### config.mk
export PLATFORM = sky130hd
export DESIGN_NAME = ram_sync_clr
export DESIGN_NICKNAME = d
export VERILOG_FILES = /design/src/rtl/ram_sync_clr.sv
export SDC_FILE = /design/constraint.sdc
export NUM_CORES = 1
export LEC_CHECK = 0
export ABC_CLOCK_PERIOD_IN_PS = 1950
export BUFFER_PORTS_ARGS = -buffer_cell sky130_fd_sc_hd__buf_4
export CAP_MARGIN = 15
export CORE_ASPECT_RATIO = 1.1
export CORE_UTILIZATION = 59
export DETAILED_ROUTE_END_ITERATION = 6
export GPL_TIMING_DRIVEN = 0
export PLACE_DENSITY = 0.78
export SLEW_MARGIN = 20
export SYNTH_ARGS = -nofsm -noshare
export SYNTH_HDL_FRONTEND = slang
export SYNTH_SLANG_ARGS = --single-unit
### constraint.sdc
create_clock -name clk -period 1.95 [get_ports clk]
set_clock_uncertainty 0.05 [all_clocks]
set_input_delay 0.39 -clock clk [delete_from_list [all_inputs] [get_ports clk]]
set_output_delay 0.39 -clock clk [all_outputs]
set_load 0.02 [all_outputs]
### src/rtl/ram_sync_clr.sv
// ram_sync_clr: single-port synchronous RAM with a registered read port,
// a one-cycle read-valid strobe, a selectable read-during-write behaviour
// and a self-clearing sweep that runs after every reset.
//
// After reset the block walks every word from address 0 up to DEPTH-1 and
// writes INIT_VAL into each one. It does this one word per clock while busy
// is high. Requests that arrive during the sweep are ignored. Once the sweep
// finishes, the block serves one read and/or one write per clock at the
// shared address. Accesses to addresses at or above DEPTH do not touch
// storage: writes are dropped and reads return INIT_VAL.

module ram_sync_clr #(
  parameter int                 DATA_W   = 4,
  parameter int                 ADDR_W   = 4,
  parameter int                 DEPTH    = 16,
  parameter int                 RDW_MODE = 0,
  parameter logic [DATA_W-1:0]  INIT_VAL = '0
) (
  input  logic              clk,
  input  logic              rst,
  input  logic              wen,
  input  logic              ren,
  input  logic [ADDR_W-1:0] addr,
  input  logic [DATA_W-1:0] din,
  output logic [DATA_W-1:0] qout,
  output logic              qvalid,
  output logic              busy
);

  // Last word touched by the sweep, and the depth widened by one bit so the
  // range test stays exact when DEPTH == 2**ADDR_W.
  localparam logic [ADDR_W-1:0] LAST_IDX  = ADDR_W'(DEPTH - 1);
  localparam logic [ADDR_W:0]   DEPTH_EXT = (ADDR_W + 1)'(DEPTH);
  localparam logic              WRITE_FIRST = (RDW_MODE != 0);

  typedef enum logic [0:0] {
    ST_CLEAR = 1'b0,
    ST_IDLE  = 1'b1
  } state_e;

  // Architectural state
  state_e              state_q, state_d;
  logic [ADDR_W-1:0]   cnt_q, cnt_d;
  logic                busy_q, busy_d;
  logic [DATA_W-1:0]   qout_q, qout_d;
  logic                qvalid_q, qvalid_d;

  // Storage. It is deliberately not reset; the sweep gives it known contents.
  logic [DATA_W-1:0]   mem_q [0:DEPTH-1];

  // Single write port into storage
  logic                mem_we_s;
  logic [ADDR_W-1:0]   mem_waddr_s;
  logic [DATA_W-1:0]   mem_wdata_s;

  // Read path helpers
  logic                in_range_s;
  logic [DATA_W-1:0]   rd_word_s;
  logic [DATA_W-1:0]   rd_data_s;

  // Decode whether the request address maps onto a physical word.
  always_comb begin
    in_range_s = ({1'b0, addr} < DEPTH_EXT);
  end

  // Pick the value a read returns this cycle, including read-during-write.
  always_comb begin
    rd_word_s = mem_q[addr];
    if (!in_range_s) begin
      rd_data_s = INIT_VAL;
    end else if (WRITE_FIRST && wen) begin
      rd_data_s = din;
    end else begin
      rd_data_s = rd_word_s;
    end
  end

  // Sequencing: the clear sweep, request handling and next output values.
  always_comb begin
    state_d     = state_q;
    cnt_d       = cnt_q;
    busy_d      = busy_q;
    qout_d      = qout_q;
    qvalid_d    = 1'b0;
    mem_we_s    = 1'b0;
    mem_waddr_s = cnt_q;
    mem_wdata_s = INIT_VAL;

    case (state_q)
      ST_CLEAR: begin
        // The sweep ignores wen/ren and keeps qout unchanged.
        mem_we_s    = 1'b1;
        mem_waddr_s = cnt_q;
        mem_wdata_s = INIT_VAL;
        qvalid_d    = 1'b0;
        if (cnt_q == LAST_IDX) begin
          state_d = ST_IDLE;
          busy_d  = 1'b0;
        end else begin
          cnt_d   = cnt_q + ADDR_W'(1);
          busy_d  = 1'b1;
        end
      end

      ST_IDLE: begin
        busy_d = 1'b0;
        if (wen && in_range_s) begin
          mem_we_s    = 1'b1;
          mem_waddr_s = addr;
          mem_wdata_s = din;
        end else begin
          mem_we_s    = 1'b0;
        end
        if (ren) begin
          qout_d   = rd_data_s;
          qvalid_d = 1'b1;
        end else begin
          qvalid_d = 1'b0;
        end
      end

      default: begin
        // An illegal encoding falls back into a fresh sweep.
        state_d  = ST_CLEAR;
        cnt_d    = '0;
        busy_d   = 1'b1;
        qvalid_d = 1'b0;
      end
    endcase

    // A reset edge never writes storage.
    if (rst) begin
      mem_we_s = 1'b0;
    end else begin
      mem_we_s = mem_we_s;
    end
  end

  // Control and output registers, with a synchronous reset that restarts the sweep.
  always_ff @(posedge clk) begin
    if (rst) begin
      state_q  <= ST_CLEAR;
      cnt_q    <= '0;
      busy_q   <= 1'b1;
      qout_q   <= '0;
      qvalid_q <= 1'b0;
    end else begin
      state_q  <= state_d;
      cnt_q    <= cnt_d;
      busy_q   <= busy_d;
      qout_q   <= qout_d;
      qvalid_q <= qvalid_d;
    end
  end

  // Storage write port, used by both the sweep and normal writes.
  always_ff @(posedge clk) begin
    if (mem_we_s) begin
      mem_q[mem_waddr_s] <= mem_wdata_s;
    end
  end

  assign qout   = qout_q;
  assign qvalid = qvalid_q;
  assign busy   = busy_q;

endmodule
==> impl_metrics.env, run 1 <==
export IMPL_finish_instance_area_sq_um=3480
export IMPL_hp_class="primary input to flop"
export IMPL_cp_required_ns=1.92
export IMPL_p_per_area_nw_per_um2=892
export IMPL_dp_hpwl_microns=3910
export IMPL_rsz0062_at_grt="yes"
export IMPL_syn2layout_area_growth_pct=14.2
export IMPL_overflow=0
export IMPL_synthFlopType="edfxtp_1"
export IMPL_yosysUniqueCellTypes=32
export IMPL_synthCells=179
export IMPL_ir_drop_mv=0.622
export IMPL_hold_viol=0
export IMPL_wl_microns=5460
export IMPL_maxSlewHeadroom_pct=46.6
export IMPL_worstSetupEndpointType="flop"
export IMPL_worst_setup_path_start_kind="flop"
export IMPL_routedWlPerCell_microns=20.5
export IMPL_slowest_delay_ns=0.35
export IMPL_yosys_warnings=0
export IMPL_busiest_layer="met2"
export IMPL_finalCritPeriodShare_pct=98.4
export IMPL_grtUsageMet3_pct=6.23
export IMPL_drive_gt1_share_pct=29.7
export IMPL_dr_pass1_iters=6
export IMPL_path_max_fanout=10
export IMPL_cts_max_path_buffers=2
export IMPL_start_util_pct=60.9
export IMPL_criticalPathCategory="flop to flop"
export IMPL_path_clk_slew_ns=0.08
export IMPL_avgSynthCellArea_sq_um=17.0
export IMPL_synth_edf_count=64
export IMPL_drc=2
export IMPL_tns_ns=0
export IMPL_yosysMostFrequentCell="edfxtp_1"
export IMPL_synth_fp_nets=192
export IMPL_slowest_stage="dfxtp_1"
export IMPL_cts_tree="built"
export IMPL_tightest_slew_ns=0.799
export IMPL_cts_htree_levels=3
export IMPL_ys_seq_area_share_pct=70.3
export IMPL_io_pins=18
export IMPL_grt_pass1_wl_microns=8600
export IMPL_antenna_diode_count=0
export IMPL_clock_fmax_mhz=521
export IMPL_synth_seq_cells=75
export IMPL_synth_common_cells="edfxtp_1 (64), nor2_1 (22), dfxtp_1 (11), mux4_2 (9)"
export IMPL_dieArea_sq_um=5450
export IMPL_cts_hold_buf=0
export IMPL_std_cell_rows=27
export IMPL_setup_viol=0
export IMPL_vias=1676
export IMPL_critical_path_arrival_ns=1.89
export IMPL_cts_sinks=75
export IMPL_place_area_sq_um=3230
export IMPL_grt_max_degree=19
export IMPL_synth_top_area_share_pct=63.1
export IMPL_synth_area_top_cells="edfxtp_1 (63%), dfxtp_1 (7.2%), mux4_2 (6.7%)"
export IMPL_status="complete, but fails checks"
export IMPL_antenna_found_initial=0
export IMPL_drv_slew=0
export IMPL_antenna_violating_nets_post_route=0
export IMPL_numCtsBuffers=9
export IMPL_path_buf_inv=1
export IMPL_die_h_microns=77.4
export IMPL_die_x_microns=70.5
export IMPL_grt_pass1_vias=1712
export IMPL_nets=217
export IMPL_io_buffers=15
export IMPL_cp_cell_sequence="clkbuf_2, or2_2, a21oi_1, nand2_1, nor2_2"
export IMPL_synth_top_area_cell="edfxtp_1"
export IMPL_maxCapViolCount=0
export IMPL_gp_congestion=0.786
export IMPL_critPathTopFamily="simple AND/OR/NAND/NOR gates"
export IMPL_async_reset_ff_share_pct=0
export IMPL_grt_use_met1_pct=28.0
export IMPL_insertion_delay_ns=0.33
export IMPL_synth_area_sq_um=3050
export IMPL_cts_root_buf="clkbuf_8"
export IMPL_core_sq_um=5000
export IMPL_drtIter0Drc=98
export IMPL_total_leakage_power_nw=1.28
export IMPL_period_minus_slack_ns=1.92
export IMPL_violations="DRC"
export IMPL_grt_usage_pct=22.1
export IMPL_via_per_inst=6.28
export IMPL_grt_util_met2_pct=36.5
sequential cells by signal, summed over array words and instances, names as in the netlist:
register  cells
busy          1
cnt_q         4
mem_q        64
qout          4
qvalid        1
state_q       1
final cells by class:
cell class,count,area (sq um)
Buffer,6,33.8
Inverter,4,15.0
Multi-Input combinational cell,93,885
Clock inverter,4,28.8
Sequential cell,75,2140
Clock buffer,12,188
Timing Repair Buffer,15,113
Tap cell,58,72.6
Fill cell,322,1520
worst reg2reg max path: stages (launching register included):
cell,delay (ns)
dfxtp_1,0.35
clkbuf_2,0.18
or2_2,0.30
a21oi_1,0.20
nand2_1,0.24
nor2_2,0.29
per-layer routing:
| metal | share of wire (%) | up-vias |
|---|---|---|
| li1 | - | 759 |
| met1 | 39 | 827 |
| met4 | 0.82 | 0 |
| met5 | 0 | - |
| met2 | 53 | 84 |
| met3 | 7.3 | 6 |
report_power, final:
part / switching [mW] / internal [mW]
clock: 0.545 / 0.651
sequential: 0.0121 / 1.74
combinational: 0.0829 / 0.0732
final timing paths:
kind         startpoint     endpoint  slack [ns]  depth (start not counted)
max             state_q  mem_q[2][2]        0.03                          5
max reg2reg     state_q  mem_q[2][2]        0.03                          5
min reg2reg     qout[3]      qout[3]        0.47                          2
min                 ren       qvalid        0.33                          3
timing repair:
item                                    4_1_cts  5_1_grt
cloned                                        0        0
setup buffers                                 0        0
resized for setup                             3       11
endpoints found under the setup margin       13       64
through the flow:
| stage | instances | hold WS (ns) | setup slack [ns] | utilization (%) | power [mW] |
|---|---|---|---|---|---|
| finish | 267 | 0.326 | 0.0317 | 69.5 | 3.10 |
| global route | 267 | 0.325 | -0.0494 | 69.5 | 3.18 |
| CTS | 267 | 0.310 | 0.00406 | 69.0 | 3.11 |
| detailed placement | 252 | 0.465 | -0.397 | 64.6 | 1.93 |
| global placement | 252 | 0.428 | -0.269 | 64.6 | 1.92 |
| floorplan | 179 | 0.428 | 0.152 | - | 1.88 |
logic make-up after synthesis:
group | synth area share [%]
AND/OR/NAND/NOR | 7.23
XOR/XNOR | 0.575
flip-flops | 70.3
adder cells (fa/ha/maj) | 0.411
multiplexers | 16.2
buffers and inverters | 1.68
AO/OA/AOI/OAI | 3.57
cells in the final DEF, fill, tap and decap left out, drive strengths merged:
cell      count
nand3         2
nand2b        1
mux2          5
mux4         16
edfxtp       64
mux2i         5
or2           2
xor2          1
nor2         22
nand3b        1
o31a          1
a22oi         4
nor3b         3
inv           4
dfxtp        11
nand4         1
clkbuf       14
clkinv        2
a31oi         4
clkinvlp      2
o21ai         4
and3          4
buf          19
nor4bb        1
a21oi         5
nand2         7
ha            1
nor3          1
or3           1
xnor2         1
Power figures use the tool's default switching activity.
==> run 2, diff against run 1 <==
Settings changed: PLACE_DENSITY 0.78 to 0.77.
==> impl_metrics.env, run 2 (same netlist as run 1, synthesis figures left out) <==
export IMPL_routedWlPerCell_microns=20.2
export IMPL_ir_drop_mv=0.670
export IMPL_vias=1612
export IMPL_overflow=0
export IMPL_p_per_area_nw_per_um2=892
export IMPL_dp_hpwl_microns=3830
export IMPL_path_clk_slew_ns=0.08
export IMPL_drtIter0Drc=136
export IMPL_grt_pass1_vias=1621
export IMPL_cts_max_path_buffers=2
export IMPL_clock_fmax_mhz=533
export IMPL_core_sq_um=5000
export IMPL_maxSlewHeadroom_pct=52.1
export IMPL_regMostFlops="mem_q"
export IMPL_drv_slew=0
export IMPL_grt_max_degree=17
export IMPL_wl_microns=5420
export IMPL_nets=218
export IMPL_syn2layout_area_growth_pct=14.2
export IMPL_setup_viol=0
export IMPL_antenna_violating_nets_post_route=0
export IMPL_cts_hold_buf=0
export IMPL_worst_setup_path_start_kind="flop"
export IMPL_insertion_delay_ns=0.34
export IMPL_period_minus_slack_ns=1.88
export IMPL_tightest_slew_ns=0.717
export IMPL_gp_congestion=0.766
export IMPL_path_max_fanout=10
export IMPL_drt_met1_wl_microns=2240
export IMPL_grt_usage_pct=22.4
export IMPL_io_pins=18
export IMPL_dieArea_sq_um=5450
export IMPL_hp_class="primary input to flop"
export IMPL_total_leakage_power_nw=1.28
export IMPL_hold_viol=0
export IMPL_largest_reg_flops=64
export IMPL_antenna_found_initial=0
export IMPL_critical_path_arrival_ns=1.85
export IMPL_layout_common_cells="edfxtp_1 (64), nor2_2 (16), buf_4 (15)"
export IMPL_criticalPathCategory="flop to flop"
export IMPL_grt_pass1_wl_microns=8480
export IMPL_top_layer="met4"
export IMPL_cts_sinks=75
export IMPL_wl_met3_microns=391
export IMPL_cts_setup_buffers=0
export IMPL_antenna_diode_count=0
export IMPL_rsz0062_at_grt="yes"
export IMPL_drive_gt1_share_pct=31.0
export IMPL_cts_htree_levels=3
export IMPL_finalCritPeriodShare_pct=96.2
export IMPL_die_h_microns=77.4
export IMPL_start_util_pct=60.9
export IMPL_route_met2_wl_microns=2710
export IMPL_violations="DRC"
export IMPL_tns_ns=0
export IMPL_status="complete, but fails checks"
export IMPL_die_x_microns=70.5
export IMPL_cp_required_ns=1.92
export IMPL_cts_root_buf="clkbuf_8"
export IMPL_maxCapViolCount=0
export IMPL_layout_commonest_cell="edfxtp_1"
export IMPL_via_per_inst=6.01
export IMPL_fin_util_pct=69.5
export IMPL_dr_pass1_iters=6
export IMPL_std_cell_rows=27
export IMPL_drc=3
export IMPL_total_power_mw=3.10
export IMPL_io_buffers=15
export IMPL_cts_tree="built"
export IMPL_worstSetupEndpointType="flop"
export IMPL_hold_ws_ns=0.326
export IMPL_numCtsBuffers=9
## run 2: changes by cell type in the layout (fill, tap and decap cells not counted), moves of 2 or more
cell and change:
nor2_2 +6, nor2_1 -5, clkbuf_1 +2, clkbuf_16 -2
## run 2: critical path, stage by stage, from the launching register on
cell and delay, ns:
dfxtp_1 0.35, clkbuf_2 0.18, or2_2 0.28, a21oi_1 0.19
nand2_1 0.20, nor2_2 0.30
## run 2: per-stage QoR
step	instance area (sq um)	std cells	setup slack, ns
after global routing	3480	268	-0.0188
after global placement	3230	252	-0.276
after floorplan	3050	179	0.152
after detailed placement	3230	252	-0.397
after CTS	3440	268	0.00199
final	3480	268	0.0746
## run 2: power by group
| group | internal [mW] | switching (mW) |
|---|---|---|
| clock network | 0.664 | 0.533 |
| registers | 1.74 | 0.0113 |
| logic | 0.0730 | 0.0829 |
## run 2: path summary, 6_finish.rpt
kind,from,end,slack [ns],cells after the start
max,state_q,mem_q[11][1],0.07,5
min,ren,qvalid,0.33,3
max reg2reg,state_q,mem_q[11][1],0.07,5
min reg2reg,qout[3],qout[3],0.45,2
## run 2: repair_timing
action	4_1_cts	5_1_grt
pin swaps	0	0
hold endpoints to repair	0	0
gates cloned	0	0
setup endpoints to repair	8	62
resized for setup	3	15
## run 2: layer usage
layer | track usage (%) | up-vias
li1 | - | 761
met3 | 7.79 | 9
met4 | 9.39 | 0
met1 | 28.2 | 785
met5 | 0 | -
met2 | 35.5 | 57
## run 2: layout make-up
type	instances	area, sq um
fill	330	1520
buffer	7	37.5
clock buffer	13	159
tap	58	72.6
multi-input combinational	93	892
inverter	4	15.0
sequential	75	2140
timing repair buffer	15	113
clock inverter	3	46.3
==> run 3, diff against run 2 <==
Settings changed: CORE_UTILIZATION 59 to 60, CTS_BUF_LIST set to sky130_fd_sc_hd__clkbuf_4 sky130_fd_sc_hd__clkbuf_8, PLACE_DENSITY 0.77 to 0.78.
==> impl_metrics.env, run 3 (same netlist as run 1, synthesis figures left out) <==
export IMPL_seqPwrFrac_pct=52.1
export IMPL_drc=0
export IMPL_grt_usage_pct=23.0
export IMPL_criticalPathCategory="flop to flop"
export IMPL_p_sw_share_pct=18.8
export IMPL_wl_microns=5580
export IMPL_total_power_mw=3.35
export IMPL_largest_reg_flops=64
export IMPL_grt_pass1_wl_microns=8730
export IMPL_power_switching_mw=0.629
export IMPL_finish_instance_area_sq_um=3520
export IMPL_drive_gt1_share_pct=31.1
export IMPL_path_clk_slew_ns=0.08
export IMPL_insertion_delay_ns=0.34
export IMPL_start_util_pct=64.1
export IMPL_critPathLaunch="state_q"
export IMPL_maxCapViolCount=0
export IMPL_die_h_microns=76.7
export IMPL_cts_root_buf="clkbuf_8"
export IMPL_hold_viol=0
export IMPL_p_int_mw=2.72
export IMPL_critical_path_arrival_ns=1.89
export IMPL_finalCritPeriodShare_pct=98.2
export IMPL_drtIter0Drc=135
export IMPL_r2r_start="state_q"
export IMPL_dieArea_sq_um=5370
export IMPL_core_sq_um=4750
export IMPL_cp_required_ns=1.93
export IMPL_gp_congestion=0.772
export IMPL_clock_fmax_mhz=522
export IMPL_maxSlewHeadroom_pct=55.7
export IMPL_min_path_cells=3
export IMPL_antenna_diode_count=0
export IMPL_rrSetupSlack_ns=0.03
export IMPL_setup_viol=0
export IMPL_routedWlPerCell_microns=21.1
export IMPL_cts_tree="built"
export IMPL_slowest_delay_ns=0.35
export IMPL_grt_pass1_vias=1756
export IMPL_io_buffers=15
export IMPL_cts_max_path_buffers=2
export IMPL_nets=217
export IMPL_hold_path_startpoint="ren"
export IMPL_regMostFlops="mem_q"
export IMPL_whs_endpoint="qvalid"
export IMPL_period_minus_slack_ns=1.92
export IMPL_p_per_area_nw_per_um2=953
export IMPL_overflow=0
export IMPL_drv_slew=0
export IMPL_die_x_microns=69.9
export IMPL_std_cell_rows=26
export IMPL_worst_setup_path_start_kind="flop"
export IMPL_via_per_inst=6.24
export IMPL_dp_hpwl_microns=3840
export IMPL_cts_hold_buf=0
export IMPL_tns_ns=0
export IMPL_slowest_stage="dfxtp_1"
export IMPL_grt_max_degree=17
export IMPL_syn2layout_area_growth_pct=15.4
export IMPL_worstSetupEndpointType="flop"
export IMPL_clkPwrFrac_pct=43.2
export IMPL_tightest_slew_ns=0.662
export IMPL_ir_drop_mv=0.857
export IMPL_total_leakage_power_nw=1.30
export IMPL_hp_class="primary input to flop"
export IMPL_layout_commonest_cell="edfxtp_1"
export IMPL_dr_pass1_iters=4
export IMPL_r2r_cells=5
export IMPL_place_area_sq_um=3230
export IMPL_rsz0062_at_grt="yes"
export IMPL_r2r_end="mem_q[11][0]"
export IMPL_comb_power_share_pct=4.7
export IMPL_io_pins=18
export IMPL_layout_common_cells="edfxtp_1 (64), buf_4 (15), nor2_2 (13)"
export IMPL_numCtsBuffers=9
export IMPL_cp_cell_sequence="clkbuf_2, or2_2, a21oi_1, nand2_1, nor2_2"
export IMPL_cts_sinks=75
export IMPL_antenna_found_initial=0
export IMPL_status="complete, no violations"
export IMPL_cts_htree_levels=3
export IMPL_vias=1653
export IMPL_path_max_fanout=10
export IMPL_antenna_violating_nets_post_route=0
==> run 3: cell types whose count changed in the layout (fill, tap and decap cells not counted) <==
cell,before,now
clkbuf_1,3,1
nor2_4,0,1
nor2_1,6,8
clkbuf_4,0,2
bufinv_16,1,3
nor2_2,16,13
clkinv_4,1,0
clkbuf_8,11,10
buf_1,2,1
==> run 3: layer usage <==
metal  up-vias  wire length, microns  global-route usage [%]
li1        761                     -                       -
met1       821                  2100                    26.3
met2        51                  3070                    39.9
met3        20                   281                    4.60
met4         0                   125                    13.2
met5         -                     0                       0
==> run 3: repair_timing <==
item,in CTS,in global routing
cloned,0,0
resized for setup,3,14
pin swaps,0,0
setup buffers,0,0
endpoints found under the setup margin,25,64
==> run 3: power groups by stage <==
stage | Clock, mW | Combinational [mW] | Sequential, mW
5_1_grt | 1.51 | 0.169 | 1.75
3_3_place_gp | 0 | 0.143 | 1.78
6_report | 1.45 | 0.157 | 1.75
4_1_cts | 1.47 | 0.152 | 1.75
2_1_floorplan | 0 | 0.103 | 1.78
3_5_place_dp | 0 | 0.148 | 1.78
==> run 3: area by class of cell <==
cell class              instances  area, sq um
flip-flops and latches         75         2140
fillers                       290         1230
multi-input cells              93          892
clock buffers                  12          153
repair buffers                 15          113
clock inverters                 4         97.6
well taps                      56         70.1
plain buffers                   6         33.8
inverters                       4         15.0
==> run 3: through the flow <==
step           util [%]  setup slack [ns]  hold slack [ns]  instances
2_1_floorplan         -             0.152            0.428        179
3_5_place_dp       68.0            -0.370            0.438        250
4_1_cts            73.4           -0.0807            0.292        266
3_3_place_gp       68.0            -0.297            0.432        250
6_report           74.0            0.0341            0.306        265
5_1_grt            74.0           -0.0362            0.305        265
==> run 3: how the worst max path moves through the flow <==
| stage | slack (ns) | depth (start not counted) | to |
|---|---|---|---|
| final | 0.03 | 5 | mem_q[11][0] |
| after global routing | -0.04 | 5 | mem_q[10][1] |
| after CTS | -0.08 | 5 | mem_q[10][0] |
| after detailed placement | -0.37 | 5 | mem_q[11][3] |
| after global placement | -0.30 | 5 | mem_q[10][0] |
| after floorplan | 0.15 | 5 | mem_q[10][0] |
==> run 3: worst max-delay path: cells and delay by family (launching register included) <==
family                 cells  cell delay [ns]
buffers and inverters      1             0.18
AND/OR/NAND/NOR            3             0.82
flip-flops                 1             0.35
AO/OA/AOI/OAI              1             0.20
